--- config.mk ---
export PLATFORM = sky130hd
export DESIGN_NAME = scan_chain_tester
export DESIGN_NICKNAME = d
export VERILOG_FILES = /design/src/rtl/scan_ctrl_pkg.sv /design/src/rtl/scan_expect_gen.sv /design/src/rtl/scan_chain_tester.sv
export SDC_FILE = /design/constraint.sdc
export NUM_CORES = 1
export LEC_CHECK = 0
export CAP_MARGIN = 20
export CORE_MARGIN = 8
export CORE_UTILIZATION = 46
export CTS_CLUSTER_DIAMETER = 40
export CTS_CLUSTER_SIZE = 24
export DETAILED_ROUTE_END_ITERATION = 16
export PLACE_DENSITY = 0.7
export SLEW_MARGIN = 20
export SYNTH_ARGS = -nofsm -noshare
export SYNTH_HDL_FRONTEND = slang
export SYNTH_SLANG_ARGS = --single-unit
export TNS_END_PERCENT = 10
--- constraint.sdc ---
create_clock -name sclk -period 3.09 [get_ports sclk]
set_input_delay 0.4635 -clock sclk [delete_from_list [all_inputs] [get_ports sclk]]
set_output_delay 0.4635 -clock sclk [all_outputs]
set_load 0.1 [all_outputs]
--- src/rtl/scan_ctrl_pkg.sv ---
// Shared types and constants for the scan chain tester.
package scan_ctrl_pkg;

  typedef enum logic [1:0] {
    IDLE,
    FLUSH,
    TEST,
    DONE
  } state_e;

  localparam int unsigned DEF_CHAIN_LEN = 8;
  localparam int unsigned DEF_PAT_W     = 16;
  localparam int unsigned TOTAL_SHIFTS  = 2 * DEF_CHAIN_LEN + DEF_PAT_W;

  // Ceiling log2, never less than 1 so a one-entry range still gets a bit.
  function automatic int unsigned clog2(input int unsigned v);
    int unsigned r;
    r = 0;
    for (int unsigned i = 0; i < 32; i++) begin
      if ((64'd1 << r) < 64'(v)) r = r + 1;
    end
    return (r == 0) ? 1 : r;
  endfunction

  function automatic int unsigned total_shifts(input int unsigned chain_len,
                                               input int unsigned pat_w);
    return 2 * chain_len + pat_w;
  endfunction

endpackage

--- src/rtl/scan_expect_gen.sv ---
// Combinational drive/expect stream generator for the scan chain tester.
// drive_o is the bit to present on scan-in for the NEXT shift edge, because
// scan-in is registered; expect_o is the bit scan-out must show on the
// current TEST edge.
module scan_expect_gen
  import scan_ctrl_pkg::*;
#(
  parameter int unsigned CHAIN_LEN = DEF_CHAIN_LEN,
  parameter int unsigned PAT_W     = DEF_PAT_W,
  parameter int unsigned IDX_W     = 5
) (
  input  logic [PAT_W-1:0] pat_i,
  input  state_e           phase_i,
  input  logic [IDX_W-1:0] idx_i,
  output logic             drive_o,
  output logic             expect_o
);

  logic [31:0] idx32;

  // Select the pattern bits for the next drive and the current compare.
  always_comb begin
    idx32    = 32'(idx_i);
    drive_o  = 1'b0;
    expect_o = 1'b0;
    unique case (phase_i)
      FLUSH: begin
        if (idx32 == CHAIN_LEN - 1) drive_o = pat_i[0];
      end
      TEST: begin
        if (idx32 + 1 < PAT_W)
          drive_o = |(pat_i & (PAT_W'(1) << (idx32 + 1)));
        if (idx32 >= CHAIN_LEN)
          expect_o = |(pat_i & (PAT_W'(1) << (idx32 - CHAIN_LEN)));
      end
      default: ;
    endcase
  end

endmodule

--- src/rtl/scan_chain_tester.sv ---
// Flush-and-pattern scan chain test controller with mismatch reporting.
module scan_chain_tester
  import scan_ctrl_pkg::*;
#(
  parameter int unsigned CHAIN_LEN = DEF_CHAIN_LEN,
  parameter int unsigned PAT_W     = DEF_PAT_W,
  parameter int unsigned CNT_W     = 8,
  localparam int unsigned IDX_W    = clog2(CHAIN_LEN + PAT_W)
) (
  input  logic             sclk,
  input  logic             rst,
  input  logic             start,
  input  logic [PAT_W-1:0] pattern,
  output logic             scan_se,
  output logic             scan_si,
  input  logic             scan_so,
  output logic             busy,
  output logic             done,
  output logic             pass,
  output logic [CNT_W-1:0] err_cnt,
  output logic             err_valid,
  output logic [IDX_W-1:0] first_err_idx
);

  localparam int unsigned TEST_LEN = CHAIN_LEN + PAT_W;

  state_e           state_q, state_d;
  logic [PAT_W-1:0] pat_q, pat_d;
  logic [IDX_W-1:0] idx_q, idx_d;
  logic             se_q, se_d;
  logic             si_q, si_d;
  logic             busy_q, busy_d;
  logic             done_q, done_d;
  logic             pass_q, pass_d;
  logic [CNT_W-1:0] cnt_q, cnt_d;
  logic             ev_q, ev_d;
  logic [IDX_W-1:0] fidx_q, fidx_d;
  logic             drive_bit, expect_bit;

  scan_expect_gen #(
    .CHAIN_LEN(CHAIN_LEN),
    .PAT_W    (PAT_W),
    .IDX_W    (IDX_W)
  ) u_expect (
    .pat_i   (pat_q),
    .phase_i (state_q),
    .idx_i   (idx_q),
    .drive_o (drive_bit),
    .expect_o(expect_bit)
  );

  // State and result registers; reset clears everything including results.
  always_ff @(posedge sclk) begin
    if (rst) begin
      state_q <= IDLE;
      pat_q   <= '0;
      idx_q   <= '0;
      se_q    <= 1'b0;
      si_q    <= 1'b0;
      busy_q  <= 1'b0;
      done_q  <= 1'b0;
      pass_q  <= 1'b0;
      cnt_q   <= '0;
      ev_q    <= 1'b0;
      fidx_q  <= '0;
    end else begin
      state_q <= state_d;
      pat_q   <= pat_d;
      idx_q   <= idx_d;
      se_q    <= se_d;
      si_q    <= si_d;
      busy_q  <= busy_d;
      done_q  <= done_d;
      pass_q  <= pass_d;
      cnt_q   <= cnt_d;
      ev_q    <= ev_d;
      fidx_q  <= fidx_d;
    end
  end

  // Sequencing, compare and result update for each shift edge.
  always_comb begin
    state_d = state_q;
    pat_d   = pat_q;
    idx_d   = idx_q;
    se_d    = se_q;
    si_d    = si_q;
    busy_d  = busy_q;
    done_d  = 1'b0;
    pass_d  = pass_q;
    cnt_d   = cnt_q;
    ev_d    = ev_q;
    fidx_d  = fidx_q;
    unique case (state_q)
      IDLE: begin
        se_d = 1'b0;
        si_d = 1'b0;
        if (start) begin
          pat_d   = pattern;
          cnt_d   = '0;
          ev_d    = 1'b0;
          fidx_d  = '0;
          pass_d  = 1'b0;
          busy_d  = 1'b1;
          se_d    = 1'b1;
          idx_d   = '0;
          state_d = FLUSH;
        end
      end
      FLUSH: begin
        si_d = drive_bit;
        if (32'(idx_q) == CHAIN_LEN - 1) begin
          idx_d   = '0;
          state_d = TEST;
        end else begin
          idx_d = idx_q + 1'b1;
        end
      end
      TEST: begin
        si_d = drive_bit;
        if (scan_so != expect_bit) begin
          if (cnt_q != '1) cnt_d = cnt_q + 1'b1;
          if (!ev_q) begin
            ev_d   = 1'b1;
            fidx_d = idx_q;
          end
        end
        if (32'(idx_q) == TEST_LEN - 1) begin
          se_d    = 1'b0;
          si_d    = 1'b0;
          busy_d  = 1'b0;
          done_d  = 1'b1;
          // Uses the updated count so a final-edge mismatch still fails.
          pass_d  = (cnt_d == '0);
          state_d = DONE;
        end else begin
          idx_d = idx_q + 1'b1;
        end
      end
      DONE: state_d = IDLE;
      default: state_d = IDLE;
    endcase
  end

  assign scan_se       = se_q;
  assign scan_si       = si_q;
  assign busy          = busy_q;
  assign done          = done_q;
  assign pass          = pass_q;
  assign err_cnt       = cnt_q;
  assign err_valid     = ev_q;
  assign first_err_idx = fidx_q;

endmodule
# Word level (Yosys, flattened, before mapping)
# Index checks and enable logic that the tools add are counted.
[op_classes] shifts=2 bitwise_logic=3 multipliers=0 n_reduce_logical=15 eq_ne=13 addsub=4 order_cmp=2 n_mux=34 div_mod_pow=0
[op_table] cell="$shl A1 B32 Y16 const A" n=2
[op_table] cell="$and A16 B16 Y16" n=2
[op_table] cell="$lt A32 B5 Y1 const B" n=1
[op_table] cell="$mux W8" n=4
[op_table] cell="$reduce_or A16 Y1" n=2
[op_table] cell="$mux W5" n=5
[op_table] cell="$pmux W8 S2" n=1
[op_table] cell="$pmux W5 S3" n=1
[op_table] cell="$mux W1" n=13
[op_table] cell="$ne A2 B2 Y1 const B" n=6
[op_table] cell="$reduce_and A3 Y1" n=4
[op_table] cell="$pmux W5 S2" n=1
[op_table] cell="$add A8 B1 Y8 const B" n=1
[op_table] cell="$logic_not A8 Y1" n=1
[op_table] cell="$ne A8 B8 Y1 const B" n=1
[op_table] cell="$pmux W1 S2" n=4
[op_table] cell="$pmux W2 S4" n=1
[op_table] cell="$add A5 B1 Y6 const B" n=1
[op_table] cell="$mux W2" n=3
[op_table] cell="$reduce_and A2 Y1" n=3
[op_table] cell="$sub A5 B4 Y6 const B" n=1
[op_table] cell="$add A5 B1 Y5 const B" n=1
[op_table] cell="$eq A5 B3 Y1 const B" n=1
[op_table] cell="$eq A5 B5 Y1 const B" n=1
[op_table] cell="other kinds (11)" n=12
[word_totals] ramBits=0 latch_bits=0 reg_bits=42 romBits=0 memories=0 out_inout_bits=19 input_bits=20 word_cells=84

# Logic depth before layout (Yosys ltp)
[logic_depth] ltp_word=12 depth_mapped=10 depth_no_buf=9

# Modules after synthesis
# From an unflattened synthesis, not the netlist that was laid out.
[unflattened] hier_cells=322 hier_area_um2=2596.2
[by_module_without_submodules] module="scan_chain_tester" seq_area_each_um2=840.8 area_per_inst_um2=2030.7 instances=1 cells_each=252
[by_module_without_submodules] module="scan_expect_gen" seq_area_each_um2=0.0 area_per_inst_um2=565.5 instances=1 cells_each=70

# Least setup slack after synthesis
# OpenSTA, ideal clock, no wires.
[synth_path] path_type="flip-flop to flip-flop" from="register cnt_q[0] (netlist: err_cnt[0])" to="register cnt_q[0] (netlist: err_cnt[0])" n_path_buf=1 path_slack_ns=0.187 arrival_ns=2.817 stages_incl_launch_ff=10 path_cell_list="dfxtp_1 ha_1 and3_1 and3_1 clkbuf_1 nand3_1 nand4_1 a21boi_2 a21oi_1 a211oi_1"
[synth_between] elab_chain_cells=5
[synth_rtl] element="start, declared" line="scan_chain_tester.sv:35" rtl="logic [CNT_W-1:0] cnt_q, cnt_d;"
[synth_rtl] element="start signal, assigned" line="scan_chain_tester.sv:75" rtl="cnt_q <= cnt_d;"
[synth_rtl] element="$add A8 B1 Y8 / $ne A8 B8 Y1 (equally long branches)" line="scan_chain_tester.sv:122" rtl="if (cnt_q != '1) cnt_d = cnt_q + 1'b1;"
[synth_rtl] element="$mux W8" line="scan_chain_tester.sv:122"
[synth_rtl] element="$mux W8 *" line="scan_chain_tester.sv:121" rtl="if (scan_so != expect_bit) begin"
[synth_rtl] element="$mux W8 *" line="scan_chain_tester.sv:94" rtl="unique case (state_q)"
[synth_rtl] element="$pmux W8 S2 *" line="scan_chain_tester.sv:94"
# Mark *: on every way between the ends. The rest lies on a longest branch, timed or not. The select of a mux whose other input is x is not followed.
# A chain may end at the register's enable or synchronous reset.

# Worst setup path after layout
[layout_path] from="register idx_q[3]" to="register fidx_q[0] (netlist: first_err_idx[0])"
[layout_between] elab_chain_cells=9
[layout_rtl] element="start, declared" line="scan_chain_tester.sv:29" rtl="logic [IDX_W-1:0] idx_q, idx_d;"
[layout_rtl] element="start signal, assigned" line="scan_chain_tester.sv:69" rtl="idx_q <= idx_d;"
[layout_rtl] element="$sub A5 B4 Y6" line="scan_expect_gen.sv:34" rtl="expect_o = |(pat_i & (PAT_W'(1) << (idx32 - CHAIN_LEN)));"
[layout_rtl] element="$shl A1 B32 Y16" line="scan_expect_gen.sv:34"
[layout_rtl] element="$and A16 B16 Y16" line="scan_expect_gen.sv:34"
[layout_rtl] element="$reduce_or A16 Y1" line="scan_expect_gen.sv:34"
[layout_rtl] element="$mux W1 *" line="scan_expect_gen.sv:33" rtl="if (idx32 >= CHAIN_LEN)"
[layout_rtl] element="$mux W1 *" line="scan_expect_gen.sv:26" rtl="unique case (phase_i)"
[layout_rtl] element="$ne A1 B1 Y1 *" line="scan_chain_tester.sv:121"
[layout_rtl] element="$ne A2 B2 Y1 (no line) *"
[layout_rtl] element="$reduce_and A4 Y1 (no line) *"
[layout_rtl] element="end signal, assigned" line="scan_chain_tester.sv:77" rtl="fidx_q <= fidx_d;"
[layout_rtl] element="end, declared" line="scan_chain_tester.sv:37" rtl="logic [IDX_W-1:0] fidx_q, fidx_d;"
# Mark *: on every way between the ends. The rest lies on a longest branch, timed or not.

==> results.md <==
* Status: finished clean
* Final Instance Count excl. Fillers at 405
* First-pass DRT Iterations at 4
* Io pins at 39
* Hold endpoint: pat_q[1]$_SDFFE_PP0P_
* Area share of fa/ha/maj cells after synthesis at 5.07%
* Vias in the first global route at 2107
* CP max FO at 9
* Asr flop ratio synth at 0%
* Post-CTS Setup Bufs at 0
* Post-layout minimum cycle time at 2.68 ns
* Dpl cell area at 0.00287 mm²
* Synth-to-Final Area Change at 20.0%
* Post-synthesis mux area share at 6.39%
* Worst-margin pin slew at 0.751 ns
* Total Power at 1710 µW
* Num CTS Buffers at 5
* Max_cap viols at 0
* Max Slew Vio Count at 0
* Fin crit share at 86.9%
* Fin util at 57.6%
* Leak at 0.00108 µW
* Die Width at 89.2 µm
* Fraction of layout cells with a size suffix above 1 at 14.9%
* Post-route cell area at 0.00296 mm²
* Largest family of logic cells by synthesized area: compound AO/OA/AOI/OAI gates
* First-pass GRT wire length at 10400 µm
* Met2 wire len at 2590 µm
* Crit path launch type: register
* Final nets at 364
* WL per Instance at 15.2 µm
* Post-detailed-placement half-perimeter wirelength at 4540 µm
* PortBufs at 38
* Post-synth EDFFs at 0
* H-tree lvl count at 2
* Synth Area in XOR/XNOR at 4.01%
* Syn nets at 328
* Clock Latency Late Sink at 0.29 ns
* Gr ovfl total at 0
* Post-synthesis simple-gate area fraction at 22.3%
* Min-delay src: pat_q[1]$_SDFFE_PP0P_
* Largest net degree at the start of global routing at 43
* CTS resizes at 0
* Synth Instances at 298
* CTS Hold Bufs at 0
* Endpoints failing setup at 0
* Detailed-route via count at 2303
* RR Startpoint: idx_q[3]$_SDFFE_PP0P_
* Power per standard cell area at 577 mW/mm²
* Root buf cell: clkbuf_8
* Total clock sinks at 42
* N_diodes at 0
* Synthesized flop and latch total at 42
* HP Class: register to register
* Initial core utilization at 48.0%
* M1 WL at 3150 µm
* Max_slew headroom at 49.7%
* Number of DRC markers in iteration 0 at 214
* Post-synthesis cell area at 0.00247 mm²
* VDD IR max at 654 µV
* Top sig layer: met4
* Fin. Hold Viols at 0
* Clk buf depth at 2
* Reg-to-reg slack, setup at 0.41 ns
* GRT Resource Usage Total at 16.5%
* Metal3 WL at 342 µm
* Compound-Gate Fraction of Synth Area at 23.1%
* Fin Setup TNS at 0 ns
* Total Wirelength at 6140 µm
* Ys flop type: dfxtp_1
* Worst Hold Path Cells at 2
* Setup Skew at 0.00357 ns
* Placed cells at 397
* Chip Height at 89.2 µm
* Largest stage delay, worst path at 0.58 ns
* GP Congestion at 0.902
* Die Area at 0.00796 mm²
* CP Capture Type: register
* FF-to-FF End: first_err_idx[0]$_SDFFE_PP0P_
* Initial antenna violation count at 0
* Slowest-stage cell, CP: a221oi_1
* WP data required at 3.33 ns
* Syn Area/Cell at 8.28 µm²
* Cell Chain, Critical Path: inv_1 -> ha_1 -> nand2_1 -> a2111oi_0 -> nand3_1 -> nand2_4 -> xor2_4 -> a221oi_1 -> a22o_1
* Worst Setup Path Type: register to register
* Unrepaired setup endpoints after global routing: no
* Post-DR vias/cell at 5.69
* Site row count at 26
* Post-route ant nets at 0
* Clock slew at reported path FFs at 0.08 ns
* Data arrival, critical path at 2.93 ns
* Syn. warnings at 0
* Core Box Area at 0.00514 mm²
* CTS tree: done
* Synth unique cells at 55
* DRC errors left at 0
* Seq/Total Area, Yosys at 34.1%
* Fmax at 372 MHz
* R2R cell count at 9
[critical path, delay by kind of cell, from the launching register on]
kind,cells,cell delay (ns)
DFF,1,0.48
AOI/OAI and AO/OA,3,1.09
buffers and inverters,1,0.14
and+or+nand+nor,3,0.50
xor gates and xnor gates,1,0.13
adders and majority gates,1,0.30
[cells in the mapped netlist (all sizes together), types with 2 or more instances]
master	n	area [µm²]
and3	7	43.8
nor2b	3	18.8
nand2b	3	18.8
dfxtp	42	841
a221oi	3	26.3
a2111oi	2	23.8
a22oi	3	22.5
or4	5	37.5
nand2	52	203
o21ai	12	60.1
nand3	10	50.1
nand4	3	18.8
a21boi	2	18.8
nor2	16	60.1
nor3	4	20.0
a31oi	10	62.6
xnor2	5	62.6
clkbuf	8	30.0
mux4	2	45.0
mux2	2	22.5
buf	10	53.8
a22o	4	35.0
o211ai	4	30.0
mux2i	9	90.1
o31ai	2	15.0
a21oi	29	145
a41oi	2	25.0
a211oi	4	30.0
xor2	2	36.3
ha	10	125
nor4	4	40.0
inv	11	41.3
[state kept, by name, summed over array words and instances, names as in the netlist]
name	cells
scan_si	1
pat_q	16
pass	1
done	1
busy	1
first_err_idx	5
err_cnt	8
idx_q	5
state_q	2
scan_se	1
err_valid	1
[routing by layer]
layer,vias up,GRT usage (%)
li1,1159,-
met1,1076,24.9
met2,62,23.1
met3,6,3.03
met4,0,4.38
met5,-,0
[stage by stage]
stage / setup WS, ns / hold slack (ns)
after floorplan: 0.187 / 0.446
after global placement: 0.619 / 0.466
after detailed placement: 0.464 / 0.463
after CTS: 0.441 / 0.483
after global routing: 0.160 / 0.506
final: 0.405 / 0.479
[placed cells by master, fill, tap and decap left out, types with 11 or more instances in the layout]
cell type,count
a21oi_1,29
inv_1,11
dfxtp_1,42
buf_4,28
o21ai_0,12
nor2_1,16
clkdlybuf4s50_1,19
nand2_1,51
[cell families (layout without fill, tap and decap cells)]
logic type,count (synthesis),count (layout)
fa+ha+maj,10,10
xor+xnor,7,7
simple gates,112,112
compound gates,85,85
buf+inv,29,66
mux,13,13
flops,42,42
[worst max path at each step]
stage,start,to,slack (ns),depth (start not counted)
2_1_floorplan,err_cnt[0]$_SDFFE_PP0P_,err_cnt[0]$_SDFFE_PP0P_,0.19,9
3_3_place_gp,idx_q[2]$_SDFFE_PP0P_,first_err_idx[2]$_SDFFE_PP0P_,0.62,7
3_5_place_dp,idx_q[3]$_SDFFE_PP0P_,first_err_idx[0]$_SDFFE_PP0P_,0.46,9
4_1_cts,idx_q[3]$_SDFFE_PP0P_,first_err_idx[0]$_SDFFE_PP0P_,0.44,9
5_1_grt,idx_q[3]$_SDFFE_PP0P_,first_err_idx[3]$_SDFFE_PP0P_,0.16,9
6_report,idx_q[3]$_SDFFE_PP0P_,first_err_idx[0]$_SDFFE_PP0P_,0.41,9
[report_power, final]
part / total, µW / internal [µW] / switching [µW] / leakage (µW)
clock: 355 / 159 / 196 / 0.0000441
sequential: 666 / 606 / 59.8 / 0.000342
combinational: 690 / 233 / 457 / 0.000689
total: 1710 / 997 / 713 / 0.00108
[layout make-up]
class	instances	area [µm²]
well taps	70	87.6
flip-flops and latches	42	841
multi-input cells	227	1500
repair buffers	47	400
clock buffers	5	68.8
inverters	11	41.3
clock inverters	3	21.3
fillers	513	2180
Power figures use the tool's default switching activity.
